## config.mk

```make
export PLATFORM = sky130hd
export DESIGN_NAME = fifo_burst_drain
export DESIGN_NICKNAME = d
export VERILOG_FILES = /design/src/rtl/fifo_burst_drain.sv
export SDC_FILE = /design/constraint.sdc
export NUM_CORES = 1
export LEC_CHECK = 0
export BUFFER_PORTS_ARGS = -buffer_cell sky130_fd_sc_hd__buf_2
export CELL_PAD_IN_SITES_DETAIL_PLACEMENT = 1
export CELL_PAD_IN_SITES_GLOBAL_PLACEMENT = 2
export CORE_ASPECT_RATIO = 1.5
export CORE_UTILIZATION = 28
export CTS_CLUSTER_DIAMETER = 100
export DETAILED_ROUTE_END_ITERATION = 7
export GPL_TIMING_DRIVEN = 0
export PLACE_DENSITY = 0.72
export SLEW_MARGIN = 15
export SYNTH_ARGS = -nofsm -noshare
export SYNTH_HDL_FRONTEND = slang
export SYNTH_SLANG_ARGS = --single-unit
```

## constraint.sdc

```tcl
create_clock -name i_clk -period 1.54 [get_ports i_clk]
set_input_delay 0.077 -clock i_clk [delete_from_list [all_inputs] [get_ports i_clk]]
set_output_delay 0.077 -clock i_clk [all_outputs]
set_load 0.005 [all_outputs]
```

## src/rtl/fifo_burst_drain.sv

```systemverilog
// Drains a first-word-fall-through FIFO into framed valid/ready bursts with first/last markers.
// Optional completed-burst counter built only when FIFO_BURST_DRAIN_STATS_EN is defined.
module fifo_burst_drain #(
  parameter int unsigned data_wd   = 32,
  parameter int unsigned max_burst = 8,
  parameter int unsigned bc_wd     = 3,
  parameter int unsigned timeout   = 16,
  parameter int unsigned to_wd     = 5
) (
  input  logic               i_clk,
  input  logic               i_rst,
  input  logic               i_fifo_empty,
  input  logic [data_wd-1:0] i_fifo_rd_data,
  output logic               o_fifo_rd,
  output logic               o_out_valid,
  input  logic               i_out_ready,
  output logic [data_wd-1:0] o_out_data,
  output logic               o_out_first,
  output logic               o_out_last,
  output logic               o_busy,
  output logic [15:0]        o_burst_cnt
);

  localparam logic [bc_wd-1:0] LastIdx = bc_wd'(max_burst - 1);
  localparam logic [to_wd-1:0] ToMax   = to_wd'(timeout);

  logic               r_p_valid;
  logic [data_wd-1:0] r_p_data;
  logic               r_out_valid;
  logic [data_wd-1:0] r_out_data;
  logic               r_out_first;
  logic               r_out_last;
  logic [bc_wd-1:0]   r_beat;
  logic [to_wd-1:0]   r_to_cnt;
  logic               r_sob;

  logic w_o_free;
  logic w_idx_last;
  logic w_to_hit;
  logic w_decided;
  logic w_last;
  logic w_move;
  logic w_pop;

  // A pending word is released once its last-ness is known: burst full, more data behind it, or timed out.
  assign w_o_free   = !r_out_valid || i_out_ready;
  assign w_idx_last = (r_beat == LastIdx);
  assign w_to_hit   = (r_to_cnt == ToMax);
  assign w_decided  = w_idx_last || !i_fifo_empty || w_to_hit;
  assign w_last     = w_idx_last || (i_fifo_empty && w_to_hit);
  assign w_move     = r_p_valid && w_o_free && w_decided;
  assign w_pop      = !i_fifo_empty && (!r_p_valid || w_move);

  assign o_fifo_rd   = w_pop;
  assign o_out_valid = r_out_valid;
  assign o_out_data  = r_out_data;
  assign o_out_first = r_out_first;
  assign o_out_last  = r_out_last;
  assign o_busy      = r_p_valid || r_out_valid;

  always_ff @(posedge i_clk) begin
    if (i_rst) begin
      r_p_valid   <= 1'b0;
      r_p_data    <= '0;
      r_out_valid <= 1'b0;
      r_out_data  <= '0;
      r_out_first <= 1'b0;
      r_out_last  <= 1'b0;
      r_beat      <= '0;
      r_to_cnt    <= '0;
      r_sob       <= 1'b1;
    end else begin
      if (w_pop) begin
        r_p_valid <= 1'b1;
        r_p_data  <= i_fifo_rd_data;
      end else if (w_move) begin
        r_p_valid <= 1'b0;
      end

      if (w_move) begin
        r_out_valid <= 1'b1;
        r_out_data  <= r_p_data;
        r_out_first <= r_sob;
        r_out_last  <= w_last;
        if (w_last) begin
          r_beat <= '0;
          r_sob  <= 1'b1;
        end else begin
          r_beat <= r_beat + bc_wd'(1);
          r_sob  <= 1'b0;
        end
      end else if (w_o_free) begin
        r_out_valid <= 1'b0;
      end

      // Idle timer only runs while a word waits on an empty FIFO with nothing else deciding it.
      if (w_pop || w_move) begin
        r_to_cnt <= '0;
      end else if (r_p_valid && i_fifo_empty && !w_decided) begin
        r_to_cnt <= r_to_cnt + to_wd'(1);
      end
    end
  end

`ifdef FIFO_BURST_DRAIN_STATS_EN
  logic [15:0] r_burst_cnt;

  always_ff @(posedge i_clk) begin
    if (i_rst) begin
      r_burst_cnt <= '0;
    end else if (r_out_valid && i_out_ready && r_out_last) begin
      r_burst_cnt <= r_burst_cnt + 16'd1;
    end
  end

  assign o_burst_cnt = r_burst_cnt;
`else
  assign o_burst_cnt = '0;
`endif

endmodule

```

==> flow_summary.ini, run 1 <==
[finish]
nets_final = 549
syn2layout_area_growth_pct = 39.5
n_antenna_cell = 0
layout.cell_area.non_filler_um2 = 4770
most_frequent_standard_cell_in_the_layout_excluding_fill_and_tap_cells = buf_2
n_fill_cell = 1429
most-common-layout-cells = buf_2, dfxtp_1, nand2b_1
final_util_pct = 39.9
sequential_cell_area_um2 = 1550
ratio_of_cells_with_drive_above_1_in_the_final_layout_pct = 28.0
area_taken_by_multi_input_logic_gates_um2 = 1690

[route]
detailroute.via_count = 3037
post_detailed_route_count_of_antenna_violating_nets = 0
vias_per_cell = 4.55
routed_wl_um = 9450
detail_route.wl_per_cell_um = 14.2
drtIter0Drc = 75
drt_pass1_iterations = 4
route.detailed.drc = 0

[critical_path]
timing.critical_path.fanout_max = 7
crit_path_max_incr_delay_ps = 330
worst_reg2reg_path_startpoint = r_to_cnt[1]
critical_path.reg2reg.endpoint = o_out_data[15]
crit_path_end_kind = register
flop2flop_setup_slack_ps = -60
timing.critical_path.cells = inv_2, ha_4, and4bb_4, o311a_1, buf_6, buf_12, mux2i_2
crit_slowest_cell = dfxtp_2
worst-r2r-cell-count = 7
required_ps = 1760
cp_top_family = buffers and inverters
critPathLaunchType = register
timing_worst_setup_path_type = reg2reg
cp_data_arrival_time_ps = 1820
critical_path.n_buffers_inverters = 3

[floorplanning]
initial_core_util_pct = 28.6
die_height_um = 137
die_width_um = 92.2
io_pins = 89
core_region_um2 = 12000
std_cell_rows = 49
design.die.area_um2 = 12700

[clock_network]
clkLatencyLatePin_ps = 340
tritoncts.num_buffers = 9
h-tree-depth = 3
cts_sinks = 77
cts_tree = done
clk_root_buffer_cell = clkbuf_16
cts_buffer_depth = 2
path_clk_slew_ps = 60

[outcome]
violations = setup timing
outcome = complete, but fails checks

[synth]
post_synth_inst_count = 374
synth.top_cell.area_share_pct = 45.1
ys_warnings = 0
ys_top_cells_by_area = dfxtp_1, nand2b_1, mux2i_1, o21ai_0, nand3_1
syn-cell-area_um2 = 3420
synth_ff_type = dfxtp_1
ys_seq_area_share_pct = 45.1
synth.distinct_cells = 35
synth-async-reset-ratio_pct = 0
synth.largest_area_cell = dfxtp_1
syn_area_per_cell_um2 = 9.14
synth_edf_count = 0
synth_seq_cells = 77

[sta]
setup_repair_after_global_routing_missed_its_margin = true
period_needed_ps = 1600
tightest_slew_ps = 512
slew_violations = 0
setup-violations-final = 37
relSlewSlack_pct = 65.8
skew_ps = 4.76
fmax_mhz = 627
final.period_utilization_pct = 104
finalHoldViolations = 0
setup_ws_ps = -55.8

[worst_hold_path]
min_to = r_p_data[12]
hold_path_class = in2reg
worst_hold_path.num_cells = 3
timing.hold.worst.start = i_fifo_rd_data[12]

[pwr]
power.ir.vdd_worst_uv = 454
finalPower_w = 0.00466
static_power_due_to_leakage_nw = 1.96
power.density_nw_per_um2 = 977

[place]
detailed_place.area_um2 = 4050
globalplace.congestion = 0.741
dpl.hpwl_um = 6540
dpl_worst_slack_ps = -152
io_buffer_count = 71

[global_routing]
overflow_left_after_global_routing = 0
grt_usage_pct = 15.2
grt_first_pass_wirelength_um = 14800
antenna_found_initial = 0
grt_max_degree = 13
first_global_vias = 3085

[flow_run]
cap_viol_max_count = 0
cell type report:
cell class / instances / share of cell area (%)
multi-input combinational: 258 / 35.5
clock buffer: 12 / 5.38
tap: 153 / 4.02
timing repair buffer: 109 / 15.3
clock inverter: 4 / 0.472
sequential: 77 / 32.4
buffer: 46 / 6.27
inverter: 8 / 0.630
through the flow:
stage	setup TNS, ps	std cells	hold WS (ps)
6_report	-1240	667	0.999
5_1_grt	-3060	667	5.17
4_1_cts	-782	659	2.02
3_5_place_dp	-4300	613	340
3_3_place_gp	-3570	613	335
2_1_floorplan	-682	389	225
synthesized netlist by cell type, types with 2 or more instances:
master	count
nor2_1	2
nand2_1	2
nand2b_1	69
inv_1	7
clkbuf_1	23
dfxtp_1	77
o21ai_0	37
o32ai_1	2
nand4b_1	2
ha_1	4
nand3b_1	2
nand3_1	34
buf_4	16
or3_1	2
buf_6	4
a211oi_1	5
o22ai_1	2
mux2i_1	33
a21oi_1	33
buf_2	2
and3b_1	2
cells by family (layout without fill, tap and decap cells):
group | Yosys count | count (layout) | synth area share, %
other | 1 | 16 | 0.110
flip-flops | 77 | 77 | 45.1
multiplexers | 33 | 33 | 9.66
AO/OA/AOI/OAI | 86 | 86 | 13.9
buffers and inverters | 54 | 179 | 8.64
adder cells (fa/ha/maj) | 4 | 4 | 1.46
AND/OR/NAND/NOR | 119 | 119 | 21.1
worst min-delay path, cell delays in order:
cell     delay, ps
buf_2          100
nand3_1         60
a21oi_1         50
state kept, by name (all words and copies together) (netlist names):
name and cells:
o_out_first 1, r_beat 3, r_sob 1, o_out_data 32
o_out_valid 1, r_p_valid 1, r_p_data 32, r_to_cnt 5
o_out_last 1
what timing repair did:
action,CTS,global route
endpoints found under the hold margin,24,0
setup buffers,6,7
pin swaps,3,4
hold buffers,24,0
setup endpoints to repair,47,71
cloned,0,1
gates resized for setup,13,12
routing by layer:
metal	wire length [µm]	track usage (%)
met1	4060	17.0
met4	140	5.47
met5	0	0
met3	335	3.31
met2	4920	28.2
where the power goes:
part,switching (W),leakage (nW),total [W],internal (W)
Clock,0.000829,0.138,0.00200,0.00117
Combinational,0.000254,1.19,0.000543,0.000290
Sequential,0.0000410,0.630,0.00211,0.00207
worst max path at each step:
stage                     endpoint   startpoint  slack, ps  depth (start not counted)
floorplan            o_out_data[0]  r_to_cnt[0]        -30                          7
CTS                 o_out_data[31]  r_to_cnt[0]        -40                          7
global placement     o_out_data[8]  r_to_cnt[0]       -120                          7
finish              o_out_data[15]  r_to_cnt[1]        -60                          7
detailed placement     r_to_cnt[4]    r_beat[0]       -150                          5
global route           r_to_cnt[4]    r_beat[0]       -110                          5
(Power assumes the default switching activity.)
==> run 2, diff against run 1 <==
clock period = 1.4 ns   (was 1.54 ns; I/O delays follow)
==> flow_summary.ini, run 2 (synthesis results as in run 1) <==
[place]
globalplace.congestion = 0.739
dpl_worst_slack_ps = -277
placed_cells_incl_taps = 613
dpl.hpwl_um = 6590
io_buffer_count = 71

[route]
vias_per_cell = 4.59
detailroute.via_count = 3072
route.detailed.drc = 0
routed_wl_um = 9630
detail_route.wl_per_cell_um = 14.4
drtIter0Drc = 63
post_detailed_route_count_of_antenna_violating_nets = 0
drt_pass1_iterations = 4

[pwr]
finalPower_w = 0.00505
static_power_due_to_leakage_nw = 1.96
power.density_nw_per_um2 = 1040
power.ir.vdd_worst_uv = 452

[critical_path]
timing.critical_path.fanout_max = 7
cp_data_arrival_time_ps = 1810
flop2flop_setup_slack_ps = -190
critPathLaunchType = register
worst_reg2reg_path_startpoint = r_to_cnt[1]
critical_path.n_buffers_inverters = 3
crit_path_end_kind = register
timing_worst_setup_path_type = reg2reg
required_ps = 1630
cp_top_family = buffers and inverters
crit_path_max_incr_delay_ps = 340
timing.critical_path.cells = inv_2, ha_4, and4bb_4, o311a_1, buf_6, clkbuf_16, mux2i_1
crit_slowest_cell = dfxtp_2
critical_path.reg2reg.endpoint = o_out_data[21]
worstSetupStartpoint = r_to_cnt[1]
worst-r2r-cell-count = 7

[outcome]
outcome = complete, but fails checks
violations = setup timing

[sta]
setup_repair_after_global_routing_missed_its_margin = true
period_needed_ps = 1590
setup-tns-final_ps = -6640
setup-violations-final = 41
final.period_utilization_pct = 113
slew_violations = 0
tightest_slew_ps = 509
fmax_mhz = 631
fin_worst_hold_slack_ps = 15.4
skew_ps = 4.00
setup_ws_ps = -186
relSlewSlack_pct = 66.0
finalHoldViolations = 0

[floorplanning]
core_region_um2 = 12000
design.die.area_um2 = 12700
std_cell_rows = 49
io_pins = 89
die_height_um = 137
initial_core_util_pct = 28.6
die_width_um = 92.2

[finish]
syn2layout_area_growth_pct = 41.7
most-common-layout-cells = buf_2, dfxtp_1, nand2b_1
ratio_of_cells_with_drive_above_1_in_the_final_layout_pct = 29.4
nets_final = 553
n_antenna_cell = 0
most_frequent_standard_cell_in_the_layout_excluding_fill_and_tap_cells = buf_2
non_filler_instance_count_after_layout = 670

[clock_network]
tritoncts.num_buffers = 9
cts_sinks = 77
clkLatencyLatePin_ps = 340
cts_buffer_depth = 2
clk_root_buffer_cell = clkbuf_16
path_clk_slew_ps = 60
cts_tree = done
h-tree-depth = 3

[global_routing]
grt_usage_pct = 15.6
grt_max_degree = 13
first_global_vias = 3167
grt_first_pass_wirelength_um = 15300
overflow_left_after_global_routing = 0
antenna_found_initial = 0

[worst_hold_path]
worst_hold_path.num_cells = 3
hold_path_class = in2reg
min_to = r_p_data[15]
timing.hold.worst.start = i_fifo_rd_data[15]

[flow_run]
cap_viol_max_count = 0
[run 2: changes by cell type in the layout (fill, tap and decap cells not counted), moves of 2 or more]
cell,previous run,this run
dfxtp_1,73,71
dfxtp_2,4,6
a211oi_2,1,4
o22ai_2,0,2
clkbuf_8,2,0
buf_6,1,3
o21ai_1,0,10
a211oi_1,4,1
dlygate4sd3_1,24,29
o21ai_0,37,27
o22ai_1,2,0
buf_4,29,27
[run 2: through the flow]
step | util [%] | cell area (µm²)
2_1_floorplan | - | 3530
3_3_place_gp | 34.1 | 4070
3_5_place_dp | 34.1 | 4070
4_1_cts | 39.7 | 4750
5_1_grt | 40.5 | 4840
6_report | 40.5 | 4840
[run 2: worst register-to-register path: stages (launching register included)]
cell and delay (ps):
dfxtp_2 340, inv_2 50, ha_4 150, and4bb_4 210
o311a_1 300, buf_6 160, clkbuf_16 170, mux2i_1 110
[run 2: area by class of cell]
| class | count | area [µm²] |
|---|---|---|
| fillers | 1419 | 7110 |
| inverters | 8 | 30.0 |
| clock inverters | 5 | 28.8 |
| multi-input cells | 258 | 1730 |
| plain buffers | 46 | 317 |
| well taps | 153 | 191 |
| clock buffers | 10 | 229 |
| flip-flops and latches | 77 | 1550 |
| repair buffers | 113 | 773 |
[run 2: worst max-delay path by stage]
stage                          end  slack, ps  depth (start not counted)
CTS                 o_out_data[22]       -190                          7
finish              o_out_data[21]       -190                          7
floorplan            o_out_data[0]       -170                          7
global route         o_out_data[3]       -250                          7
detailed placement   o_out_data[8]       -280                          7
global placement    o_out_data[16]       -260                          7
[run 2: what timing repair did]
item,4_1_cts,5_1_grt
pin swaps,2,2
setup endpoints to repair,75,75
endpoints found under the hold margin,29,0
gates resized for setup,18,26
setup buffers,8,4
hold buffers,29,0
gates cloned,0,1
[run 2: per-layer routing]
metal / global-route usage [%] / vias to the layer above / share of wire (%)
li1: - / 1537 / -
met1: 17.9 / 1465 / 43
met2: 28.8 / 59 / 52
met3: 2.15 / 11 / 2.7
met4: 6.77 / 0 / 1.8
met5: 0 / - / 0
[run 2: where the power goes]
group / internal (W) / switching, W / leakage (nW)
sequential: 0.00228 / 0.0000453 / 0.631
clock: 0.00118 / 0.000921 / 0.132
combinational: 0.000335 / 0.000286 / 1.20
total: 0.00380 / 0.00125 / 1.96
==> run 3, diff against run 2 <==
ABC_AREA = 1   (was default)
CORE_UTILIZATION = 26   (was 28)
CTS_CLUSTER_DIAMETER = 150   (was 100)
==> flow_summary.ini, run 3 <==
[outcome]
outcome = complete, but fails checks
violations = setup timing

[floorplanning]
core_region_um2 = 12500
die_width_um = 94.6
initial_core_util_pct = 26.7
design.die.area_um2 = 13300
io_pins = 89
std_cell_rows = 50
die_height_um = 141

[critical_path]
crit_path_end_kind = primary output
required_ps = 1330
worst_reg2reg_path_startpoint = r_beat[0]
worstSetupStartpoint = r_beat[0]
flop2flop_setup_slack_ps = -270
critPathLaunchType = register
timing_worst_setup_path_type = reg2out
crit_path_end = o_fifo_rd
worst-r2r-cell-count = 12
timing.critical_path.fanout_max = 3
critical_path.reg2reg.endpoint = r_p_data[0]
cp_data_arrival_time_ps = 1630

[global_routing]
grt_first_pass_wirelength_um = 15400
grt_busiest_layer = met2
groute.layer.met2.usage_pct = 27.8
antenna_found_initial = 0
grt_max_degree = 13
first_global_vias = 3115
grt.met1_usage_pct = 17.1
overflow_left_after_global_routing = 0
grt.met3_usage_pct = 2.91
grt_usage_pct = 15.3

[sta]
slew_violations = 0
fmax_mhz = 590
skew_ps = 5.36
period_needed_ps = 1700
final.period_utilization_pct = 121
finalHoldViolations = 0
fin_worst_hold_slack_ps = 21.1
relSlewSlack_pct = 61.8
setup-violations-final = 77
tightest_slew_ps = 572
setup_ws_ps = -296
setup-tns-final_ps = -13560
setup_repair_after_global_routing_missed_its_margin = true

[clock_network]
cts_sinks = 77
h-tree-depth = 3
cts_tree = done
cts_buffer_depth = 2
tritoncts.num_buffers = 9
clkLatencyLatePin_ps = 340
clk_root_buffer_cell = clkbuf_16
path_clk_slew_ps = 60

[finish]
n_antenna_cell = 0
most-common-layout-cells = nor2_1, buf_2, dfxtp_1
syn2layout_area_growth_pct = 39.4
nets_final = 599
non_filler_instance_count_after_layout = 720
most_frequent_standard_cell_in_the_layout_excluding_fill_and_tap_cells = nor2_1
ratio_of_cells_with_drive_above_1_in_the_final_layout_pct = 35.1

[synth]
ys_warnings = 0
syn-cell-area_um2 = 3350
synth.largest_area_cell = dfxtp_1
synth_seq_cells = 77
synth-async-reset-ratio_pct = 0
synth.distinct_cells = 26
synthMostInstantiatedCell = nor2_1
synth_ff_type = dfxtp_1
synth_edf_count = 0
ys_seq_area_share_pct = 46.1
synth.top_cell.area_share_pct = 46.1
post_synth_inst_count = 450
syn_area_per_cell_um2 = 7.43
synth_commonest_cells = nor2_1, dfxtp_1, nand2_1
ys_top_cells_by_area = dfxtp_1, nor2_1, nand2_1, a21oi_1, inv_1

[place]
placed_cells_incl_taps = 693
dpl.hpwl_um = 6990
globalplace.congestion = 0.681
io_buffer_count = 72

[flow_run]
cap_viol_max_count = 0

[route]
drtIter0Drc = 47
post_detailed_route_count_of_antenna_violating_nets = 0
vias_per_cell = 4.27
drt_pass1_iterations = 4
detailroute.via_count = 3072
route.detailed.drc = 0
routed_wl_um = 9610
detail_route.wl_per_cell_um = 13.3

[pwr]
power.ir.vdd_worst_uv = 423
power.density_nw_per_um2 = 1170
static_power_due_to_leakage_nw = 2.26

[worst_hold_path]
hold_path_class = in2reg
-- run 3: changes by cell type in the layout (fill, tap and decap cells not counted), moves of 10 or more --
cell and delta:
nor2_1 +103, nand2b_1 -69, nand2_1 +48, inv_1 +37, mux2i_1 -33, a21oi_2 +29
a21oi_1 -27, dlygate4sd3_1 -27, clkbuf_1 -11, o21ai_0 -11, nand3_2 +10
-- run 3: area by class of cell --
type / instances / area, µm²
Tap cell: 156 / 195
Clock buffer: 11 / 253
Timing Repair Buffer: 84 / 508
Sequential cell: 77 / 1550
Inverter: 44 / 173
Fill cell: 1564 / 7850
Multi-Input combinational cell: 300 / 1600
Clock inverter: 5 / 25.0
Buffer: 43 / 364
-- run 3: worst max-delay path: stages, from the launching register on --
cell	delay (ps)
dfxtp_4	350
ha_4	160
ha_4	160
nor2_4	80
nand2_2	70
nand2_4	70
nand2_4	60
buf_8	130
nand2_4	60
inv_2	40
buf_6	100
-- run 3: cells by family (layout without fill, tap and decap cells) --
kind of cell | count (synthesis) | count (layout) | share of synthesized area [%]
xor gates and xnor gates | 4 | 4 | 1.05
AOI/OAI and AO/OA | 73 | 73 | 11.3
other | 1 | 16 | 0.112
DFF | 77 | 77 | 46.1
adders and majority gates | 4 | 4 | 1.50
buffers and inverters | 88 | 187 | 13.6
and+or+nand+nor | 203 | 203 | 26.4
-- run 3: worst min-delay path by stage --
stage,from,end,slack (ps),cells past startpoint
after floorplan,i_rst,o_out_last,140,1
after global placement,i_fifo_empty,r_p_valid,280,2
after detailed placement,i_fifo_empty,r_p_valid,290,2
after CTS,i_out_ready,o_out_valid,20,4
after global routing,i_out_ready,o_out_valid,60,4
final,i_out_ready,o_out_valid,20,4
-- run 3: layer usage --
metal	up-vias	part of all wire (%)
met2	57	54
li1	1592	-
met3	10	3.1
met1	1413	41
met4	0	1.9
met5	-	0
-- run 3: through the flow --
stage	setup WS, ps	power (W)	instance area, µm²	utilization (%)
finish	-296	0.00547	4660	37.3
global route	-376	0.00577	4660	37.3
CTS	-293	0.00553	4600	36.8
detailed placement	-250	0.00325	4120	32.9
global placement	-218	0.00322	4120	32.9
floorplan	-44.9	0.00298	3560	-
-- run 3: timing repair --
action / 4_1_cts / 5_1_grt
hold endpoints to repair: 3 / 0
resized for setup: 44 / 11
cloned: 1 / 1
hold buffers: 2 / 0
endpoints found under the setup margin: 75 / 78
buffers inserted: 7 / 1
-- run 3: power by group --
group	switching [W]	internal [W]	total [W]
registers	0.0000949	0.00234	0.00243
clock network	0.000912	0.00128	0.00219
logic	0.000447	0.000401	0.000848
total	0.00145	0.00402	0.00547
